## src/rtl/fpmult_pipe.sv

```systemverilog
// Three-stage valid/ready floating-point multiplier: RNE rounding, input denormal flush, tag pass-through.
// Define FPMULT_FLAGS_EN to add the registered {invalid,overflow,underflow,inexact} flags output.
module fpmult_pipe #(
    parameter int unsigned EXP_W = 8,
    parameter int unsigned MAN_W = 23,
    parameter int unsigned TAG_W = 4
) (
    input  logic                   clk,
    input  logic                   rst,
    input  logic                   in_valid,
    output logic                   in_ready,
    input  logic [EXP_W+MAN_W:0]   a,
    input  logic [EXP_W+MAN_W:0]   b,
    input  logic [TAG_W-1:0]       in_tag,
    output logic                   out_valid,
    input  logic                   out_ready,
    output logic [EXP_W+MAN_W:0]   res,
    output logic [TAG_W-1:0]       out_tag
`ifdef FPMULT_FLAGS_EN
    ,
    output logic [3:0]             flags
`endif
);

    localparam int unsigned W    = 1 + EXP_W + MAN_W;
    localparam int unsigned P_W  = 2 * (MAN_W + 1);
    localparam int unsigned E_W  = EXP_W + 2;
    localparam int unsigned BIAS = (2 ** (EXP_W - 1)) - 1;
    localparam int unsigned EMAX = (2 ** EXP_W) - 1;
    localparam logic [E_W-1:0] EMAX_E = E_W'(EMAX);

    // Whole pipe advances together; a stalled output freezes every stage.
    logic adv;
    assign adv      = !out_valid || out_ready;
    assign in_ready = adv;

    logic [EXP_W-1:0] ea, eb;
    logic [MAN_W-1:0] ma, mb;
    logic             a_zero, b_zero, a_inf, b_inf, a_nan, b_nan;

    assign ea     = a[W-2 -: EXP_W];
    assign eb     = b[W-2 -: EXP_W];
    assign ma     = a[MAN_W-1:0];
    assign mb     = b[MAN_W-1:0];
    assign a_zero = (ea == '0);
    assign b_zero = (eb == '0);
    assign a_inf  = (ea == '1) && (ma == '0);
    assign b_inf  = (eb == '1) && (mb == '0);
    assign a_nan  = (ea == '1) && (ma != '0);
    assign b_nan  = (eb == '1) && (mb != '0);

    logic             s0_valid_q;
    logic             s0_sign_q, s0_nan_q, s0_inf_q, s0_zero_q;
    logic             s0_sign_d, s0_nan_d, s0_inf_d, s0_zero_d;
    logic [E_W-1:0]   s0_exp_q, s0_exp_d;
    logic [P_W-1:0]   s0_prod_q, s0_prod_d;
    logic [TAG_W-1:0] s0_tag_q;

    // S0: classify operands, sign, biased exponent sum, significand product
    always_comb begin
        s0_sign_d = a[W-1] ^ b[W-1];
        s0_nan_d  = a_nan || b_nan || (a_inf && b_zero) || (b_inf && a_zero);
        s0_inf_d  = a_inf || b_inf;
        s0_zero_d = a_zero || b_zero;
        s0_exp_d  = E_W'(ea) + E_W'(eb) - E_W'(BIAS);
        s0_prod_d = P_W'({!a_zero, ma}) * P_W'({!b_zero, mb});
    end

    logic             s1_valid_q;
    logic             s1_sign_q, s1_nan_q, s1_inf_q, s1_zero_q;
    logic [E_W-1:0]   s1_exp_q, s1_exp_d;
    logic [MAN_W-1:0] s1_man_q, s1_man_d;
    logic [TAG_W-1:0] s1_tag_q;
    logic [P_W-1:0]   norm;
    logic             hi, g_bit, r_bit, s_bit, rnd_inc;
    logic [MAN_W+1:0] mant_r;

    // S1: normalise to 1.x, round to nearest even, renormalise on carry-out
    always_comb begin
        hi       = s0_prod_q[P_W-1];
        norm     = hi ? s0_prod_q : {s0_prod_q[P_W-2:0], 1'b0};
        g_bit    = norm[MAN_W];
        r_bit    = norm[MAN_W-1];
        s_bit    = |norm[MAN_W-2:0];
        rnd_inc  = g_bit && (r_bit || s_bit || norm[MAN_W+1]);
        mant_r   = {1'b0, norm[P_W-1 -: MAN_W+1]} + (MAN_W+2)'(rnd_inc);
        s1_man_d = mant_r[MAN_W+1] ? mant_r[MAN_W:1] : mant_r[MAN_W-1:0];
        s1_exp_d = s0_exp_q + E_W'(hi) + E_W'(mant_r[MAN_W+1]);
    end

`ifdef FPMULT_FLAGS_EN
    logic s1_inexact_q;
    logic [3:0] flags_d;
`endif

    logic         exp_ovf, exp_unf;
    logic [W-1:0] res_d;

    assign exp_ovf = !s1_exp_q[E_W-1] && (s1_exp_q >= EMAX_E);
    assign exp_unf = s1_exp_q[E_W-1] || (s1_exp_q == '0);

    // S2: exception priority and final packing
    always_comb begin
        res_d = '0;
        if (s1_nan_q) begin
            res_d = {1'b0, {EXP_W{1'b1}}, 1'b1, {(MAN_W-1){1'b0}}};
        end else if (s1_inf_q || (!s1_zero_q && exp_ovf)) begin
            res_d = {s1_sign_q, {EXP_W{1'b1}}, {MAN_W{1'b0}}};
        end else if (s1_zero_q || exp_unf) begin
            res_d = {s1_sign_q, {(W-1){1'b0}}};
        end else begin
            res_d = {s1_sign_q, s1_exp_q[EXP_W-1:0], s1_man_q};
        end
    end

`ifdef FPMULT_FLAGS_EN
    always_comb begin
        flags_d = '0;
        if (s1_nan_q) begin
            flags_d = 4'b1000;
        end else if (s1_inf_q || s1_zero_q) begin
            flags_d = 4'b0000;
        end else if (exp_ovf) begin
            flags_d = 4'b0101;
        end else if (exp_unf) begin
            flags_d = 4'b0011;
        end else begin
            flags_d = {3'b000, s1_inexact_q};
        end
    end
`endif

    always_ff @(posedge clk) begin
        if (!rst) begin
            s0_valid_q   <= 1'b0;
            s0_sign_q    <= 1'b0;
            s0_nan_q     <= 1'b0;
            s0_inf_q     <= 1'b0;
            s0_zero_q    <= 1'b0;
            s0_exp_q     <= '0;
            s0_prod_q    <= '0;
            s0_tag_q     <= '0;
            s1_valid_q   <= 1'b0;
            s1_sign_q    <= 1'b0;
            s1_nan_q     <= 1'b0;
            s1_inf_q     <= 1'b0;
            s1_zero_q    <= 1'b0;
            s1_exp_q     <= '0;
            s1_man_q     <= '0;
            s1_tag_q     <= '0;
            out_valid    <= 1'b0;
            res          <= '0;
            out_tag      <= '0;
`ifdef FPMULT_FLAGS_EN
            s1_inexact_q <= 1'b0;
            flags        <= '0;
`endif
        end else if (adv) begin
            s0_valid_q   <= in_valid;
            s0_sign_q    <= s0_sign_d;
            s0_nan_q     <= s0_nan_d;
            s0_inf_q     <= s0_inf_d;
            s0_zero_q    <= s0_zero_d;
            s0_exp_q     <= s0_exp_d;
            s0_prod_q    <= s0_prod_d;
            s0_tag_q     <= in_tag;
            s1_valid_q   <= s0_valid_q;
            s1_sign_q    <= s0_sign_q;
            s1_nan_q     <= s0_nan_q;
            s1_inf_q     <= s0_inf_q;
            s1_zero_q    <= s0_zero_q;
            s1_exp_q     <= s1_exp_d;
            s1_man_q     <= s1_man_d;
            s1_tag_q     <= s0_tag_q;
            out_valid    <= s1_valid_q;
            res          <= res_d;
            out_tag      <= s1_tag_q;
`ifdef FPMULT_FLAGS_EN
            s1_inexact_q <= g_bit || r_bit || s_bit;
            flags        <= flags_d;
`endif
        end
    end

endmodule
```

## config.mk

```make
export PLATFORM = sky130hd
export DESIGN_NAME = fpmult_pipe
export DESIGN_NICKNAME = d
export VERILOG_FILES = /design/src/rtl/fpmult_pipe.sv
export SDC_FILE = /design/constraint.sdc
export NUM_CORES = 2
export LEC_CHECK = 0
export ABC_AREA = 1
export CAP_MARGIN = 20
export CORE_MARGIN = 8
export CORE_UTILIZATION = 25
export CTS_CLUSTER_DIAMETER = 80
export DETAILED_ROUTE_END_ITERATION = 10
export GPL_TIMING_DRIVEN = 0
export HOLD_SLACK_MARGIN = 0.12
export PLACE_DENSITY = 0.38
export SYNTH_ARGS = -nofsm -noshare
export SYNTH_HDL_FRONTEND = slang
export SYNTH_SLANG_ARGS = --single-unit
```

## constraint.sdc

```tcl
create_clock -name clk -period 9.64 [get_ports clk]
set_clock_uncertainty 0.05 [all_clocks]
set_input_delay 0.964 -clock clk [delete_from_list [all_inputs] [get_ports clk]]
set_output_delay 0.964 -clock clk [all_outputs]
set_load 0.005 [all_outputs]
```

[Word level (Yosys, flattened, before mapping)]
Cells that the tools add are included.
Word-level totals
  flip-flop bits (word level): 146
  latch bits: 0
  RAM bits: 0
  bits in read-only memories: 0
  input port bits: 72
  output and inout port bits: 38
  word-level logic and storage cells: 67
  memories: 0
Operators by class
  add/subtract/negate cells: 5
  multipliers: 1
  divide/modulo/power cells: 0
  $lt $le $gt $ge: 1
  equal/unequal tests: 2
  shift-type cells: 0
  muxes and demuxes: 5
  bitwise logic cells: 1
  reductions and logical operators: 33
Operator list (count)
  $mux W31: 2
  $mul A24 B24 Y48: 1
  $mux W48: 1
  $logic_not A23 Y1: 2
  $reduce_bool A23 Y1: 2
  $mux W32: 1
  $add A24 B1 Y25: 1
  $mux W23: 1
  $reduce_or A22 Y1: 1
  $add A10 B1 Y10: 2
  $eq A8 B8 Y1 const B: 2
  $logic_not A8 Y1: 2
  $logic_or A1 B1 Y1: 11
  $ge A10 B8 Y1 const B: 1
  $logic_not A10 Y1: 1
  $sub A9 B7 Y10 const B: 1
  $add A8 B8 Y9: 1
  $logic_and A1 B1 Y1: 9
  $logic_not A1 Y1: 5
  $xor A1 B1 Y1: 1

[Depth between registers and ports, before layout]
  word-level depth: 7
  depth in mapped cells: 32
  mapped depth without buffers: 30

[Least setup slack after synthesis]
No wires, ideal clock.
  path type: in2reg
  start: input port a[30]
  end: register s0_prod_q[41]
  setup time: 117 ps
  arrival time: 6641 ps
  data required time: 9473 ps
  setup slack: 2832 ps
  stages on the path: 28
  buffers on the path: 1
  cell sequence: nor2_1 > nand2_1 > nor2_1 > clkbuf_1 > nor2_1 > fa_1 > fa_1 > fa_1 > inv_1 > fa_1 > inv_1 > fa_1 > inv_1 > fa_1 > inv_1 > fa_1 > ha_1 > nand2_1 > nor2_1 > nand2_1 > nor2_1 > nand2_1 > nand3_1 > nand2_1 > nand3_1 > nand2_1 > nor2_1 > nor2_1
Between the ends
  word-level cells in the longest chain between the ends: 3
RTL lines
  start: declaration: line 12  | input logic [EXP_W+MAN_W:0] a,
  $logic_not A8 Y1: line 45  | assign a_zero = (ea == '0);
  $logic_not A1 Y1: line 66  | s0_prod_d = P_W'({!a_zero, ma}) * P_W'({!b_zero, mb});
  $mul A24 B24 Y48: line 66
  end signal: assignment: line 165  | s0_prod_q <= s0_prod_d;
  end: declaration: line 56  | logic [P_W-1:0] s0_prod_q, s0_prod_d;
Every way passes these cells.
A chain may end at the register's enable or synchronous reset.

[Worst setup path in the final report]
  start: input port a[23]
  end: register s0_prod_q[40]
The elaborated chain is that of the path after synthesis.

==> metrics.yaml <==
outcome:
  outcome: "completed"
placed_design:
  dpl.cell_count: 5407
  portBuffers: 74
  gp_congestion: 0.891
  dpl.hpwl_um: 92100
  place_area_mm2: 0.0302
min_path:
  min_path_type: "flip-flop to flip-flop"
  whs_endpoint: "res[8]"
  hold_path_startpoint: "res[8]"
  holdPathStages: 2
critical_path:
  r2r_start: "s0_prod_q[47]"
  end_kind: "flip-flop"
  r2r-end: "s1_exp_q[8]"
  cp.required_ns: 9.92
  path_class: "input pin to flip-flop"
  crit_path_start_kind: "input pin"
  cp_slowest_cell: "nor2_1"
  worstRegToRegCells: 25
  cp_top_family: "adder cells"
  arrival_ns: 8.86
  max_stage_delay_ns: 0.68
  crit_buf_inv: 6
  cp_max_fo: 10
  reg2reg_slack_ns: 4.79
clock_network:
  cts_tree: "done"
  clkTransAtPathRegs_ns: 0.08
  clock_latency_ns: 0.44
  hold_buffers: 0
  clockRootBuffer: "clkbuf_16"
  cts.sinks: 146
  post_cts_buffers: 0
  htree_levels: 4
  ctsResizeCount: 0
  clockBufferDepth: 2
  cts-buffers-inserted: 17
sta:
  final.min_clock_period_ns: 8.59
  hold_violations: 0
  rsz0062_at_grt: "no"
  worst_slew_pin_slew_ns: 1.08
  min_period_over_period_pct: 89.1
  slew_headroom_pct: 27.7
  finalSetupTns_ns: 0
  fmax_mhz: 116
  drv_slew: 0
  setup_violations: 0
floorplanning:
  die_h_um: 348
  num_rows: 122
  start_util_pct: 25.1
  io_pins: 110
  dieArea_mm2: 0.121
  die_x_um: 348
  core_mm2: 0.110
route:
  wl_per_cell_um: 19.6
  num_vias: 23400
  remaining_drc_errors: 0
  drt_wl_total_um: 107000
  vias_per_cell: 4.31
  drt_iter0_drc: 1471
  wl_met2_um: 49300
  firstDrtPassIters: 5
  wl_met3_um: 4560
  ant_nets: 0
  wirelength_met1_um: 51200
  topRoutingLayerUsed: "met4"
yosys:
  yosysUniqueCellTypes: 38
  synth_edf_count: 0
  ys_ff_latch: 146
  synth_ff_type: "dfxtp_1"
  syn-num-nets: 4589
  seq_area_frac_synth_pct: 10.6
  synth_area_mm2: 0.0276
  async_flop_share_pct: 0
  yosysWarnings: 0
  synthCells: 3841
  avgSynthCellArea_um2: 7.18
grt:
  grt_max_degree: 18
  grt_pass1_wl_um: 163000
  grtUsageTotal_pct: 17.8
  overflow: 0
  first_global_vias: 24800
  antenna_found_initial: 4
final_layout:
  layoutNonFillerInstCount: 5443
  design_area_mm2: 0.0308
  utilization_pct: 28.0
  drive_above_1_share_pct: 2.20
  fillers: 12300
  area_growth_pct: 11.7
  nets: 4686
run:
  drv_cap: 0
metrics by stage:
step	setup slack (ns)	hold slack [ns]
floorplan	2.83	0.380
global placement	0.273	0.408
detailed placement	0.489	0.410
CTS	0.928	0.422
global route	0.548	0.436
finish	1.05	0.416
flip-flops by register name (all words and copies together), names as in the netlist:
| signal | flops |
|---|---|
| res | 32 |
| s1_zero_q | 1 |
| out_valid | 1 |
| s1_inf_q | 1 |
| s1_nan_q | 1 |
| s1_sign_q | 1 |
| s0_exp_q | 10 |
| s0_prod_q | 48 |
| s0_sign_q | 1 |
| s1_exp_q | 10 |
| s0_nan_q | 1 |
| s0_inf_q | 1 |
| s1_valid_q | 1 |
| s0_zero_q | 1 |
| s1_tag_q | 4 |
| s0_valid_q | 1 |
| s0_tag_q | 4 |
| out_tag | 4 |
| s1_man_q | 23 |
Yosys cell counts, types with 3 or more instances:
cell / count / area [um2]
o21ai_0: 121 / 606
xnor2_1: 12 / 105
inv_2: 4 / 15.0
nor3_1: 10 / 50.1
buf_6: 5 / 56.3
ha_1: 192 / 2400
o211ai_1: 10 / 75.1
buf_2: 4 / 20.0
nand3_1: 115 / 576
nor2_2: 4 / 25.0
nand4_1: 41 / 257
clkbuf_1: 172 / 646
or2_2: 5 / 31.3
nand3_2: 6 / 60.1
nor2_4: 5 / 56.3
xor2_1: 33 / 289
o21ai_1: 5 / 25.0
dfxtp_1: 146 / 2920
nand2_2: 3 / 18.8
nand2_1: 1032 / 3870
o21bai_1: 40 / 300
o21ai_2: 12 / 105
inv_1: 1033 / 3880
fa_1: 484 / 9690
a21oi_1: 91 / 455
buf_1: 4 / 15.0
nor2_1: 229 / 860
nor4_1: 11 / 68.8
placed cells by master (no fill, tap or decap), types with 3 or more instances in the layout:
master,instances
ha_1,192
or2_2,5
fa_1,484
nor2_4,5
clkdlybuf4s50_1,74
inv_2,4
inv_6,5
buf_1,4
nor3_1,10
o211ai_1,10
inv_1,1033
xnor2_1,12
o21ai_1,5
clkbuf_16,17
clkinv_8,3
xor2_1,33
nand2_1,1032
clkbuf_1,172
nor2_1,229
nor4_1,11
nor2_2,4
diode_2,4
nand3_1,115
nand4_1,41
nand3_2,6
nand2_2,3
a21oi_1,91
inv_8,5
dfxtp_1,146
buf_6,6
o21bai_1,40
o21ai_0,121
o21ai_2,12
buf_2,6
worst min-delay path: cells and delay by family, from the launching register on:
family           cells  cell delay, ns
flip-flops           1            0.31
AND/OR/NAND/NOR      1            0.06
AO/OA/AOI/OAI        1            0.05
routing by layer:
metal | vias to the layer above | global-route usage (%)
li1 | 11300 | -
met1 | 11600 | 25.4
met2 | 444 | 29.3
met3 | 66 | 1.72
met4 | 0 | 3.26
met5 | - | 0
cell type report:
| type | instances | area [um2] | share of cell area [%] |
|---|---|---|---|
| Antenna cell | 4 | 10.0 | 0.0325 |
| Buffer | 187 | 759 | 2.47 |
| Clock buffer | 17 | 425 | 1.38 |
| Clock inverter | 15 | 160 | 0.520 |
| Inverter | 1040 | 3910 | 12.7 |
| Multi-Input combinational cell | 2468 | 20000 | 64.9 |
| Sequential cell | 146 | 2920 | 9.49 |
| Tap cell | 1488 | 1860 | 6.04 |
| Timing Repair Buffer | 78 | 777 | 2.52 |
worst max path at each step:
stage / startpoint / end / cells after the start / slack (ns)
after floorplan: a[30] / s0_prod_q[41] / 28 / 2.83
after global placement: b[28] / s0_prod_q[44] / 27 / 0.27
after detailed placement: a[23] / s0_prod_q[40] / 29 / 0.49
after CTS: a[25] / s0_prod_q[40] / 29 / 0.93
after global routing: a[25] / s0_prod_q[40] / 29 / 0.55
final: a[23] / s0_prod_q[40] / 29 / 1.05
cell families (layout without fill, tap and decap cells):
family | count (synthesis) | after routing | share of synthesized area, %
flops | 146 | 146 | 10.6
xor+xnor | 45 | 45 | 1.43
fa+ha+maj | 676 | 676 | 43.9
simple gates | 1465 | 1465 | 21.4
buf+inv | 1227 | 1337 | 16.9
other cells | 0 | 4 | 0
compound gates | 282 | 282 | 5.77
Power is not shown: default switching activity piles up to over one toggle a cycle in this logic, so the estimate is an artifact.
